--- config.mk ---
export PLATFORM = sky130hd
export DESIGN_NAME = iter_div_unit
export DESIGN_NICKNAME = d
export VERILOG_FILES = /design/src/rtl/div_pkg.sv /design/src/rtl/div_step.sv /design/src/rtl/iter_div_unit.sv
export SDC_FILE = /design/constraint.sdc
export NUM_CORES = 1
export LEC_CHECK = 0
export CORE_AREA = 2 2 217 219
export CTS_CLUSTER_DIAMETER = 60
export DETAILED_ROUTE_END_ITERATION = 12
export DIE_AREA = 0 0 219 221
export HOLD_SLACK_MARGIN = 0.06
export REMOVE_ABC_BUFFERS = 1
export SETUP_SLACK_MARGIN = 0.02
export SLEW_MARGIN = 10
export SYNTH_ARGS = -nofsm -noshare
export SYNTH_HDL_FRONTEND = slang
export SYNTH_SLANG_ARGS = --single-unit
--- constraint.sdc ---
create_clock -name clk -period 3.9 [get_ports clk]
set_input_delay 0.585 -clock clk [delete_from_list [all_inputs] [get_ports clk]]
set_output_delay 0.585 -clock clk [all_outputs]
set_load 0.01 [all_outputs]
--- src/rtl/div_pkg.sv ---
// rtl/div_pkg.sv - shared types and constants for the iterative divider
package div_pkg;

  typedef enum logic [2:0] {
    IDLE,
    PREP,
    CALC,
    FIX,
    DONE
  } div_state_t;

  localparam int DIV_WIDTH = 32;

  // start-to-ready latency of a full-length divide
  localparam int DIV_LATENCY = DIV_WIDTH + 3;

  // quotient returned on divide-by-zero
  localparam logic [DIV_WIDTH-1:0] DIV_ZERO_QUOT = '1;

endpackage

--- src/rtl/div_step.sv ---
// rtl/div_step.sv - one combinational restoring-division iteration
module div_step #(
  parameter int WIDTH = 32
) (
  input  logic [WIDTH-1:0] rem_i,
  input  logic             dvd_msb_i,
  input  logic [WIDTH-1:0] dvs_i,
  output logic [WIDTH-1:0] rem_o,
  output logic             q_bit_o
);

  logic [WIDTH:0] shifted;
  logic [WIDTH:0] diff;

  // shift in the next dividend bit and trial-subtract; the extra top bit is the borrow
  always_comb begin
    shifted = {rem_i, dvd_msb_i};
    diff    = shifted - {1'b0, dvs_i};
    q_bit_o = ~diff[WIDTH];
    rem_o   = q_bit_o ? diff[WIDTH-1:0] : shifted[WIDTH-1:0];
  end

endmodule

--- src/rtl/iter_div_unit.sv ---
// rtl/iter_div_unit.sv - multi-cycle radix-2 restoring divider for DIV/DIVU (option: DIV_EARLY_OUT_EN)
module iter_div_unit
  import div_pkg::*;
#(
  parameter int WIDTH = DIV_WIDTH,
  parameter int CNT_W = 6
) (
  input  logic               clk,
  input  logic               rst,
  input  logic               signed_div_i,
  input  logic [WIDTH-1:0]   opdata1_i,
  input  logic [WIDTH-1:0]   opdata2_i,
  input  logic               start_i,
  input  logic               annul_i,
  input  logic               accept_i,
  output logic [2*WIDTH-1:0] result_o,
  output logic               ready_o,
  output logic               busy_o
);

  localparam logic [CNT_W-1:0] CNT_LAST = CNT_W'(WIDTH - 1);

  div_state_t         state_q, state_d;
  logic [WIDTH-1:0]   dvd_q, dvd_d;      // dividend, becomes the quotient during CALC
  logic [WIDTH-1:0]   dvs_q, dvs_d;
  logic [WIDTH-1:0]   rem_q, rem_d;
  logic [CNT_W-1:0]   cnt_q, cnt_d;
  logic               signed_q, signed_d;
  logic               qneg_q, qneg_d;
  logic               rneg_q, rneg_d;
  logic [2*WIDTH-1:0] result_q, result_d;

  logic               dvd_neg, dvs_neg;
  logic [WIDTH-1:0]   dvd_abs, dvs_abs;
  logic [WIDTH-1:0]   step_rem;
  logic               step_q;

  // magnitudes of the latched operands; the most negative value maps to itself
  always_comb begin
    dvd_neg = signed_q & dvd_q[WIDTH-1];
    dvs_neg = signed_q & dvs_q[WIDTH-1];
    dvd_abs = dvd_neg ? -dvd_q : dvd_q;
    dvs_abs = dvs_neg ? -dvs_q : dvs_q;
  end

  div_step #(.WIDTH(WIDTH)) u_step (
    .rem_i     (rem_q),
    .dvd_msb_i (dvd_q[WIDTH-1]),
    .dvs_i     (dvs_q),
    .rem_o     (step_rem),
    .q_bit_o   (step_q)
  );

  // state register and datapath flops
  always_ff @(posedge clk) begin
    if (rst) begin
      state_q  <= IDLE;
      dvd_q    <= '0;
      dvs_q    <= '0;
      rem_q    <= '0;
      cnt_q    <= '0;
      signed_q <= 1'b0;
      qneg_q   <= 1'b0;
      rneg_q   <= 1'b0;
      result_q <= '0;
    end else begin
      state_q  <= state_d;
      dvd_q    <= dvd_d;
      dvs_q    <= dvs_d;
      rem_q    <= rem_d;
      cnt_q    <= cnt_d;
      signed_q <= signed_d;
      qneg_q   <= qneg_d;
      rneg_q   <= rneg_d;
      result_q <= result_d;
    end
  end

  // next-state logic; annul wins over everything but reset
  always_comb begin
    state_d = state_q;
    case (state_q)
      IDLE: if (start_i && !annul_i) state_d = PREP;
      PREP: begin
        if (annul_i)               state_d = IDLE;
        else if (dvs_q == '0)      state_d = DONE;
`ifdef DIV_EARLY_OUT_EN
        else if (dvd_abs < dvs_abs) state_d = FIX;
`endif
        else                       state_d = CALC;
      end
      CALC: begin
        if (annul_i)               state_d = IDLE;
        else if (cnt_q == CNT_LAST) state_d = FIX;
      end
      FIX:  state_d = annul_i ? IDLE : DONE;
      DONE: if (annul_i || accept_i) state_d = IDLE;
      default: state_d = IDLE;
    endcase
  end

  // datapath updates; result only loads on a non-annulled completion
  always_comb begin
    dvd_d    = dvd_q;
    dvs_d    = dvs_q;
    rem_d    = rem_q;
    cnt_d    = cnt_q;
    signed_d = signed_q;
    qneg_d   = qneg_q;
    rneg_d   = rneg_q;
    result_d = result_q;
    case (state_q)
      IDLE: begin
        if (start_i && !annul_i) begin
          dvd_d    = opdata1_i;
          dvs_d    = opdata2_i;
          signed_d = signed_div_i;
        end
      end
      PREP: begin
        dvd_d  = dvd_abs;
        dvs_d  = dvs_abs;
        qneg_d = dvd_neg ^ dvs_neg;
        rneg_d = dvd_neg;
        rem_d  = '0;
        cnt_d  = '0;
        if (dvs_q == '0) begin
          // divide-by-zero reports the raw dividend, independent of sign mode
          if (!annul_i) result_d = {dvd_q, {WIDTH{1'b1}}};
        end
`ifdef DIV_EARLY_OUT_EN
        else if (dvd_abs < dvs_abs) begin
          dvd_d = '0;
          rem_d = dvd_abs;
        end
`endif
      end
      CALC: begin
        rem_d = step_rem;
        dvd_d = {dvd_q[WIDTH-2:0], step_q};
        cnt_d = cnt_q + 1'b1;
      end
      FIX: begin
        if (!annul_i) begin
          result_d = {(rneg_q ? -rem_q : rem_q), (qneg_q ? -dvd_q : dvd_q)};
        end
      end
      default: ;
    endcase
  end

  // status outputs decoded from the registered state
  always_comb begin
    ready_o = (state_q == DONE);
    busy_o  = (state_q == PREP) || (state_q == CALC) || (state_q == FIX);
  end

  assign result_o = result_q;

endmodule

; Word level (Yosys, flattened, before mapping)
; Cells that the tools add are included.
[op_classes]
eq_ne = 13
bitwise_logic = 4
n_mux = 23
reduce_logical = 16
add_sub_neg = 5
[ops]
columns = cell, count
row1 = 32-bit two-way mux, 7
row2 = 64-bit two-way mux, 3
row3 = 32-bit one-hot mux with 2 select lines, 2
row4 = 64-bit one-hot mux with 2 select lines, 1
row5 = 32-bit negator, 3
row6 = 32-bit one-hot mux with 3 select lines, 1
row7 = 33-bit by 32-bit subtractor with 33-bit output, 1
row8 = 32-bit logical NOT, 1
row9 = 3-bit two-way mux, 7
row10 = 3-bit one-hot mux with 5 select lines, 1
row11 = 2-bit != test (second input constant), 6
row12 = 6-bit one-hot mux with 2 select lines, 1
row13 = 3-bit AND reduction, 3
row14 = 6-bit by 1-bit adder with 6-bit output (second input constant), 1
row15 = 3-bit by 2-bit equality test with 1-bit output (second input constant), 2
row16 = 6-bit by 5-bit equality test with 1-bit output (second input constant), 1
row17 = 2-bit nonzero test, 3
row18 = 4-bit AND reduction, 1
row19 = 3-bit by 1-bit equality test with 1-bit output (second input constant), 1
row20 = 3-bit equality test (second input constant), 1
row21 = 3-bit logical NOT, 1
row22 = 1-bit logical OR, 3
row23 = 3-bit != test (second input constant), 1
row24 = 3-bit nonzero test, 1
row25 = 7 further kinds, 8
[word_totals]
output_inout_bits = 66
ff_bits = 172
wordCells = 70

; Logic depth before layout (Yosys ltp)
; Gate-level depths: netlist of the first run.
[logic_depth]
ltp_word = 4
mapped_depth = 13

; Modules after synthesis
; From an unflattened synthesis of the first run, not the netlist that was laid out.
[unflattened]
hier_cells = 1512
hier_area_um2 = 11748.8
[by_module_without_submodules]
columns = mod, seq_area_each_um2, n_inst, cells_per_inst, area_per_inst_um2
row1 = iter_div_unit, 3443.3, 1, 1207, 9385.3
row2 = div_step, 0.0, 1, 305, 2363.5

; Worst setup path after synthesis of the first run
; Ideal clock, no wire load.
[synth_path]
path_type = reg2reg
start = register dvd_q[31]
end = register rem_q[0]
arrival_time_ns = 3.091
setup_ns = 0.117
t_required_ns = 3.783
synth_period_minus_slack_ns = 3.208
slack_ns = 0.692
path_stages_with_launch = 14
n_path_buf = 1
cell_sequence = dfxtp_1 -> inv_1 -> ha_1 -> fa_1 -> nand2b_1 -> a21oi_1 -> o21ba_2 -> nand3_1 -> a21o_1 -> a21bo_2 -> a31oi_1 -> clkbuf_1 -> o21ai_0 -> a32o_1
[synth_between]
elab_chain_len = 3
[synth_rtl]
columns = item, line_no
row1 = start: declaration, iter_div_unit.sv:24  ; logic [WIDTH-1:0] dvd_q, dvd_d;
row2 = start signal: assignment, iter_div_unit.sv:68  ; dvd_q <= dvd_d;
row3 = 33-bit by 32-bit subtractor with 33-bit output, div_step.sv:18  ; diff = shifted - {1'b0, dvs_i};
row4 = 32-bit two-way mux (*), div_step.sv:20  ; rem_o = q_bit_o ? diff[WIDTH-1:0] : shifted[WIDTH-1:0];
row5 = 32-bit one-hot mux with 2 select lines (*), iter_div_unit.sv:112  ; case (state_q)
row6 = end signal: assignment, iter_div_unit.sv:70  ; rem_q <= rem_d;
row7 = end: declaration, iter_div_unit.sv:26  ; logic [WIDTH-1:0] rem_q, rem_d;
; Mark *: on every way between the ends. The rest lies on a longest branch, timed or not.
; A chain may end at the register's enable or synchronous reset.

; Final worst setup path of the first run
[layout_path]
start = register dvd_q[31]
end = register rem_q[8]
[layout_between]
elab_chain_len = 3
[layout_rtl]
columns = item, line_no
row1 = 33-bit by 32-bit subtractor with 33-bit output, div_step.sv:18
row2 = 32-bit two-way mux, div_step.sv:20
row3 = 32-bit one-hot mux with 2 select lines, iter_div_unit.sv:112
; No other way between the ends.

==> impl_metrics.json, run 1 <==
{
  "grt_pass1_wl_um": 60300,
  "nets": 1698,
  "max_stage_delay_ns": 0.43,
  "drt_iter0_drc": 970,
  "hp-class": "flop to flop",
  "io_pins": 136,
  "cp.required_ns": 4.25,
  "cts_root_buf": "clkbuf_16",
  "path_class": "flop to flop",
  "syn_inst": 1523,
  "insertion_delay_ns": 0.46,
  "syn_area_per_cell_um2": 7.48,
  "cp.arrival_ns": 3.74,
  "first_pass_iters": 8,
  "grtUsageMet3_pct": 2.52,
  "crit_chain": "inv_1, ha_1, fa_1, nand2b_1, a21oi_1, o21ba_2, nand3_1, a21o_1, a21bo_2, a31oi_2, buf_12, o21ai_0, a32o_1",
  "clk_pin_slew_worst_paths_ns": 0.07,
  "finalClockSkew_ns": 0.0167,
  "synth_edf_count": 0,
  "cts_tree": "yes",
  "power.density_mw_per_mm2": 335,
  "top_usage_layer": "met2",
  "setup_viol": 0,
  "rsz0062_at_grt": "false",
  "grtUsageTotal_pct": 15.6,
  "async_flop_share_pct": 0,
  "vias_per_cell": 5.29,
  "layout-drive-gt1-share_pct": 6.24,
  "port-buffer-count": 135,
  "vias": 11700,
  "die_h_um": 221,
  "antenna_found_initial": 0,
  "start_util_pct": 24.7,
  "n_fill_cell": 5018,
  "num_antenna_cells": 0,
  "crit_family": "compound AO/OA/AOI/OAI gates",
  "clock-sinks": 172,
  "critPathBufInv": 2,
  "min_period_over_period_pct": 87.0,
  "dp_hpwl_um": 28400,
  "vdd_drop_max_mv": 0.329,
  "grt_pass1_vias": 10700,
  "postLayoutCellArea_mm2": 0.0139,
  "leakagePower_uw": 0.00477,
  "period_needed_ns": 3.39,
  "wl_um": 38400,
  "endpoint_kind": "flop",
  "postCtsSetupRepairBufs": 0,
  "grt_max_degree": 75,
  "holdBufCountCts": 0,
  "ys_types": 64,
  "ant_nets": 0,
  "relSlewSlack_pct": 22.5,
  "cts_inserted_buffers": 17,
  "cp_slowest_cell": "dfxtp_1",
  "synth_seq_cells": 172,
  "grt-ovfl-total": 0,
  "fp.dieW_um": 219,
  "power_uw": 4670,
  "die_area_mm2": 0.0484,
  "holdWs_ns": 0.452,
  "ys_seq_area_share_pct": 30.2,
  "path_max_fanout": 34,
  "maxSlewViolCount": 0,
  "cts_resized": 0,
  "rows": 79,
  "status": "completed",
  "yosys_warnings": 0,
  "placed_area_mm2": 0.0134,
  "cts_buffer_depth": 2,
  "syn-cell-area_mm2": 0.0114,
  "gp_congestion": 0.894,
  "met1_usage_pct": 21.8,
  "critPathLaunchType": "flop",
  "synth_ff_type": "dfxtp_1",
  "max_slew.worst_pin.slew_ns": 1.16,
  "maxCapViolations": 0,
  "grt_use_met2_pct": 24.5,
  "clock.fmax_ghz": 0.295,
  "core_area_mm2": 0.0461,
  "htreeDepth": 4,
  "syn_to_final_growth_pct": 22.4,
  "hold_viol": 0,
  "wl_per_cell_um": 17.4,
  "drc_errors": 0
}
-- cell families after synthesis --
family | count (synthesis) | share of synthesized area [%]
AND/OR/NAND/NOR | 573 | 23.8
AO/OA/AOI/OAI | 482 | 29.1
flip-flops | 172 | 30.2
buffers and inverters | 170 | 5.85
XOR/XNOR | 85 | 6.53
adder cells (fa/ha/maj) | 37 | 4.13
multiplexers | 4 | 0.351
-- synthesized netlist by cell type (11+ instances only) --
library cell	number	area, um^2
nor3_1	49	245
a22oi_1	33	248
nand3_1	35	175
nor2_1	159	597
a311oi_1	17	149
a31oi_1	11	68.8
buf_2	11	55.1
or3_1	24	150
nand2_1	193	724
dfxtp_1	172	3440
o31ai_1	21	158
inv_1	49	184
clkbuf_1	105	394
o21ai_0	95	475
xor2_1	65	569
nand2b_1	14	87.6
nor4_1	14	87.6
xnor2_1	20	175
o211ai_1	66	495
nor3b_1	17	128
a21o_1	13	97.6
a211oi_1	45	338
a21oi_1	88	440
ha_1	36	450
a221o_1	24	240
-- where the power goes --
group / internal [uW] / total, uW / switching, uW
logic: 425 / 992 / 567
registers: 1800 / 1890 / 82.6
clock network: 1010 / 1790 / 780
-- routing by layer --
metal	part of all wire (%)	vias up
li1	-	5719
met1	47	5552
met2	46	385
met3	6.2	29
met4	1.5	0
met5	0	-
-- placed cells by master (no fill, tap or decap), drive strengths merged, types with 28 or more instances in the layout --
master,instances
a211oi,45
a21oi,88
a22oi,33
buf,36
clkdlybuf4s50,134
dfxtp,172
ha,36
inv,52
nand2,193
nand3,35
nor2,159
nor3,49
o211ai,66
o21ai,95
or3,28
xor2,65
-- through the flow --
step | util (%) | worst slack (ns) | TNS [ns] | instances
3_5_place_dp | 29.0 | 0.535 | 0 | 2179
3_3_place_gp | 29.0 | 0.567 | 0 | 2179
5_1_grt | 30.3 | 0.146 | 0 | 2210
6_report | 30.3 | 0.505 | 0 | 2210
2_1_floorplan | - | -0.863 | -20.71 | 1402
4_1_cts | 30.3 | 0.517 | 0 | 2210
-- worst paths after layout --
path / from / end / slack, ns / cells after the start
hold reg to reg: dvs_q[19] / dvs_q[19] / 0.45 / 2
hold / removal: dvs_q[19] / dvs_q[19] / 0.45 / 2
setup / recovery: dvd_q[31] / rem_q[8] / 0.51 / 13
setup reg to reg: dvd_q[31] / rem_q[8] / 0.51 / 13
-- state kept, by name (all words and copies together), names as in the netlist --
register / count
cnt_q: 6
rneg_q: 1
dvd_q: 32
dvs_q: 32
qneg_q: 1
state_q: 3
result_o: 64
rem_q: 32
signed_q: 1
-- cell type report --
class	count	area (um^2)	area share (%)
Multi-Input combinational cell	1181	7330	52.5
Sequential cell	172	3440	24.7
Timing Repair Buffer	170	1640	11.7
Tap cell	607	759	5.44
Clock buffer	19	433	3.10
Inverter	49	184	1.32
Clock inverter	12	163	1.17
-- tightest hold or removal path, cell delays in order (launching register included) --
cell     delay [ns]
dfxtp_1        0.31
nand2_1        0.05
a21oi_1        0.05
No activity file was read; power rests on OpenSTA's default activity.
==> run 2: changes to the inputs <==
--- a/config.mk
+++ b/config.mk
@@ -5,14 +5,15 @@
 export SDC_FILE = /design/constraint.sdc
 export NUM_CORES = 1
 export LEC_CHECK = 0
+export ABC_CLOCK_PERIOD_IN_PS = 3900
 export CORE_AREA = 2 2 217 219
+export CTS_BUF_LIST = sky130_fd_sc_hd__clkbuf_2
 export CTS_CLUSTER_DIAMETER = 60
 export DETAILED_ROUTE_END_ITERATION = 12
 export DIE_AREA = 0 0 219 221
 export HOLD_SLACK_MARGIN = 0.06
 export REMOVE_ABC_BUFFERS = 1
 export SETUP_SLACK_MARGIN = 0.02
-export SLEW_MARGIN = 10
 export SYNTH_ARGS = -nofsm -noshare
 export SYNTH_HDL_FRONTEND = slang
 export SYNTH_SLANG_ARGS = --single-unit
==> run 2 against run 1 <==
Effect of this change: utilization decreased by 0.71 points; power decreased by 15%; final cell count about the same; sequential cell count unchanged; via count increased by 0.57%; first-iteration DRC count increased by 0.82%; cell area decreased by 2.3%; routed wire length decreased by 0.59%.
==> impl_metrics.json, run 2 (same netlist as run 1, synthesis figures left out) <==
{
  "period_needed_ns": 3.43,
  "path_class": "flop to flop",
  "n_fill_cell": 5055,
  "core_area_mm2": 0.0461,
  "cp.required_ns": 4.61,
  "wl_um": 38200,
  "clock.fmax_ghz": 0.292,
  "power.density_mw_per_mm2": 290,
  "nets": 1699,
  "first_pass_iters": 7,
  "crit_family": "simple AND/OR/NAND/NOR gates",
  "vias_per_cell": 5.31,
  "path_max_fanout": 7,
  "clk_pin_slew_worst_paths_ns": 0.25,
  "grt_max_degree": 75,
  "grt-ovfl-total": 0,
  "cts_tree": "yes",
  "rsz0062_at_grt": "false",
  "die_area_mm2": 0.0484,
  "worstRegToRegCells": 11,
  "fin_setup_tns_ns": 0,
  "fp.dieW_um": 219,
  "io_pins": 136,
  "min_period_over_period_pct": 88.0,
  "syn_to_final_growth_pct": 19.5,
  "hold_viol": 0,
  "multi_input_area_mm2": 0.00733,
  "worstHoldStart": "signed_div_i",
  "layout_setup_ws_ns": 0.470,
  "drc_errors": 0,
  "hold_depth": 3,
  "die_h_um": 221,
  "crit_chain": "inv_1, ha_1, or4b_4, or4_4, or3_4, or3_4, or2_1, nor3b_1, a221o_1, a22oi_1, nor2_1",
  "relSlewSlack_pct": 22.9,
  "port-buffer-count": 135,
  "critPathBufInv": 1,
  "grt_pass1_wl_um": 59900,
  "ant_nets": 0,
  "htreeDepth": 4,
  "cts_root_buf": "clkbuf_2",
  "cts_buffer_depth": 2,
  "cts_resized": 0,
  "fin_util_pct": 29.6,
  "rows": 79,
  "final_cell_mix": "nand2_1 (193), dfxtp_1 (172), nor2_1 (155), clkdlybuf4s50_1 (134), o21ai_0 (95)",
  "vdd_drop_max_mv": 0.170,
  "endpoint_kind": "flop",
  "largest_reg_flops": 64,
  "cp_slowest_cell": "or4b_4",
  "insertion_delay_ns": 0.89,
  "layout_commonest_cell": "nand2_1",
  "layout-drive-gt1-share_pct": 6.36,
  "max_stage_delay_ns": 0.50,
  "finalClockSkew_ns": 0.0669,
  "vias": 11800,
  "clock-sinks": 172,
  "wl_per_cell_um": 17.3,
  "grt_pass1_vias": 10700,
  "setup_viol": 0,
  "ff2ff_setup_slack_ns": 0.47,
  "hp-class": "input pin to flop",
  "dp_hpwl_um": 28400,
  "gp_congestion": 0.894,
  "cp.arrival_ns": 4.14,
  "power_uw": 3950,
  "holdWs_ns": 0.276,
  "critPathLaunchType": "flop",
  "register_area_mm2": 0.00344,
  "r2r-end": "dvd_q[30]",
  "status": "completed",
  "start_util_pct": 24.7,
  "min_to": "signed_q",
  "cpMostUsedCell": "or3_4",
  "leakagePower_uw": 0.00464,
  "maxCapViolations": 0,
  "antenna_found_initial": 1,
  "place_ws_ns": 0.535,
  "drt_iter0_drc": 978,
  "grtUsageTotal_pct": 15.5,
  "cts_inserted_buffers": 17,
  "rr_startpoint": "dvd_q[1]",
  "max_slew.worst_pin.slew_ns": 1.15,
  "maxSlewViolCount": 0
}
==> run 2: cell types whose count changed in the layout (fill, tap and decap cells not counted) <==
cell / before / now
clkbuf_1: 2 / 0
clkbuf_16: 17 / 0
clkbuf_2: 0 / 19
diode_2: 0 / 1
dlygate4sd3_1: 0 / 1
==> run 2: cell type report <==
type | count | area share (%)
multi-input cells | 1181 | 53.8
flip-flops and latches | 172 | 25.3
repair buffers | 171 | 12.1
well taps | 607 | 5.57
inverters | 49 | 1.35
clock inverters | 12 | 1.19
clock buffers | 19 | 0.698
diodes | 1 | 0.0184
==> run 2: worst max-delay path by stage <==
stage                    to  slack (ns)     start  depth (start not counted)
4_1_cts           dvd_q[30]        0.47  dvd_q[1]                         11
6_report          dvd_q[30]        0.47  dvd_q[1]                         11
3_5_place_dp      dvd_q[30]        0.53  dvd_q[0]                         11
3_3_place_gp      dvd_q[30]        0.57  dvd_q[0]                         11
2_1_floorplan      rem_q[0]       -0.86  dvs_q[5]                         11
5_1_grt        result_o[22]        0.08  dvs_q[7]                         10
==> run 2: layer usage <==
metal  track usage [%]  share of wire (%)  wire [um]
met3              2.76                6.7       2570
met2              23.7                 44      17000
met1              21.6                 46      17700
met4              5.47                2.5        949
met5                 0                  0          0
==> run 2: tightest hold or removal path, delay by kind of cell <==
kind	cells	cell delay, ns
AOI/OAI and AO/OA	1	0.05
buffers and inverters	1	0.40
and+or+nand+nor	1	0.07
==> run 2: per-stage QoR <==
| stage | std cells | cell area [um^2] |
|---|---|---|
| after floorplan | 1402 | 10900 |
| after CTS | 2211 | 13600 |
| after global routing | 2212 | 13600 |
| after global placement | 2179 | 13400 |
| final | 2212 | 13600 |
| after detailed placement | 2179 | 13400 |
==> run 2: power by group <==
group | leakage, uW | switching [uW] | total [uW] | internal, uW
registers | 0.00139 | 82.7 | 1890 | 1810
clock network | 0.000140 | 699 | 1060 | 365
logic | 0.00311 | 567 | 992 | 426
total | 0.00464 | 1350 | 3950 | 2600
==> run 2: repair_timing <==
item / 4_1_cts / 5_1_grt
hold endpoints to repair: 13 / 0
hold buffers: 1 / 0
setup buffers: 0 / 0
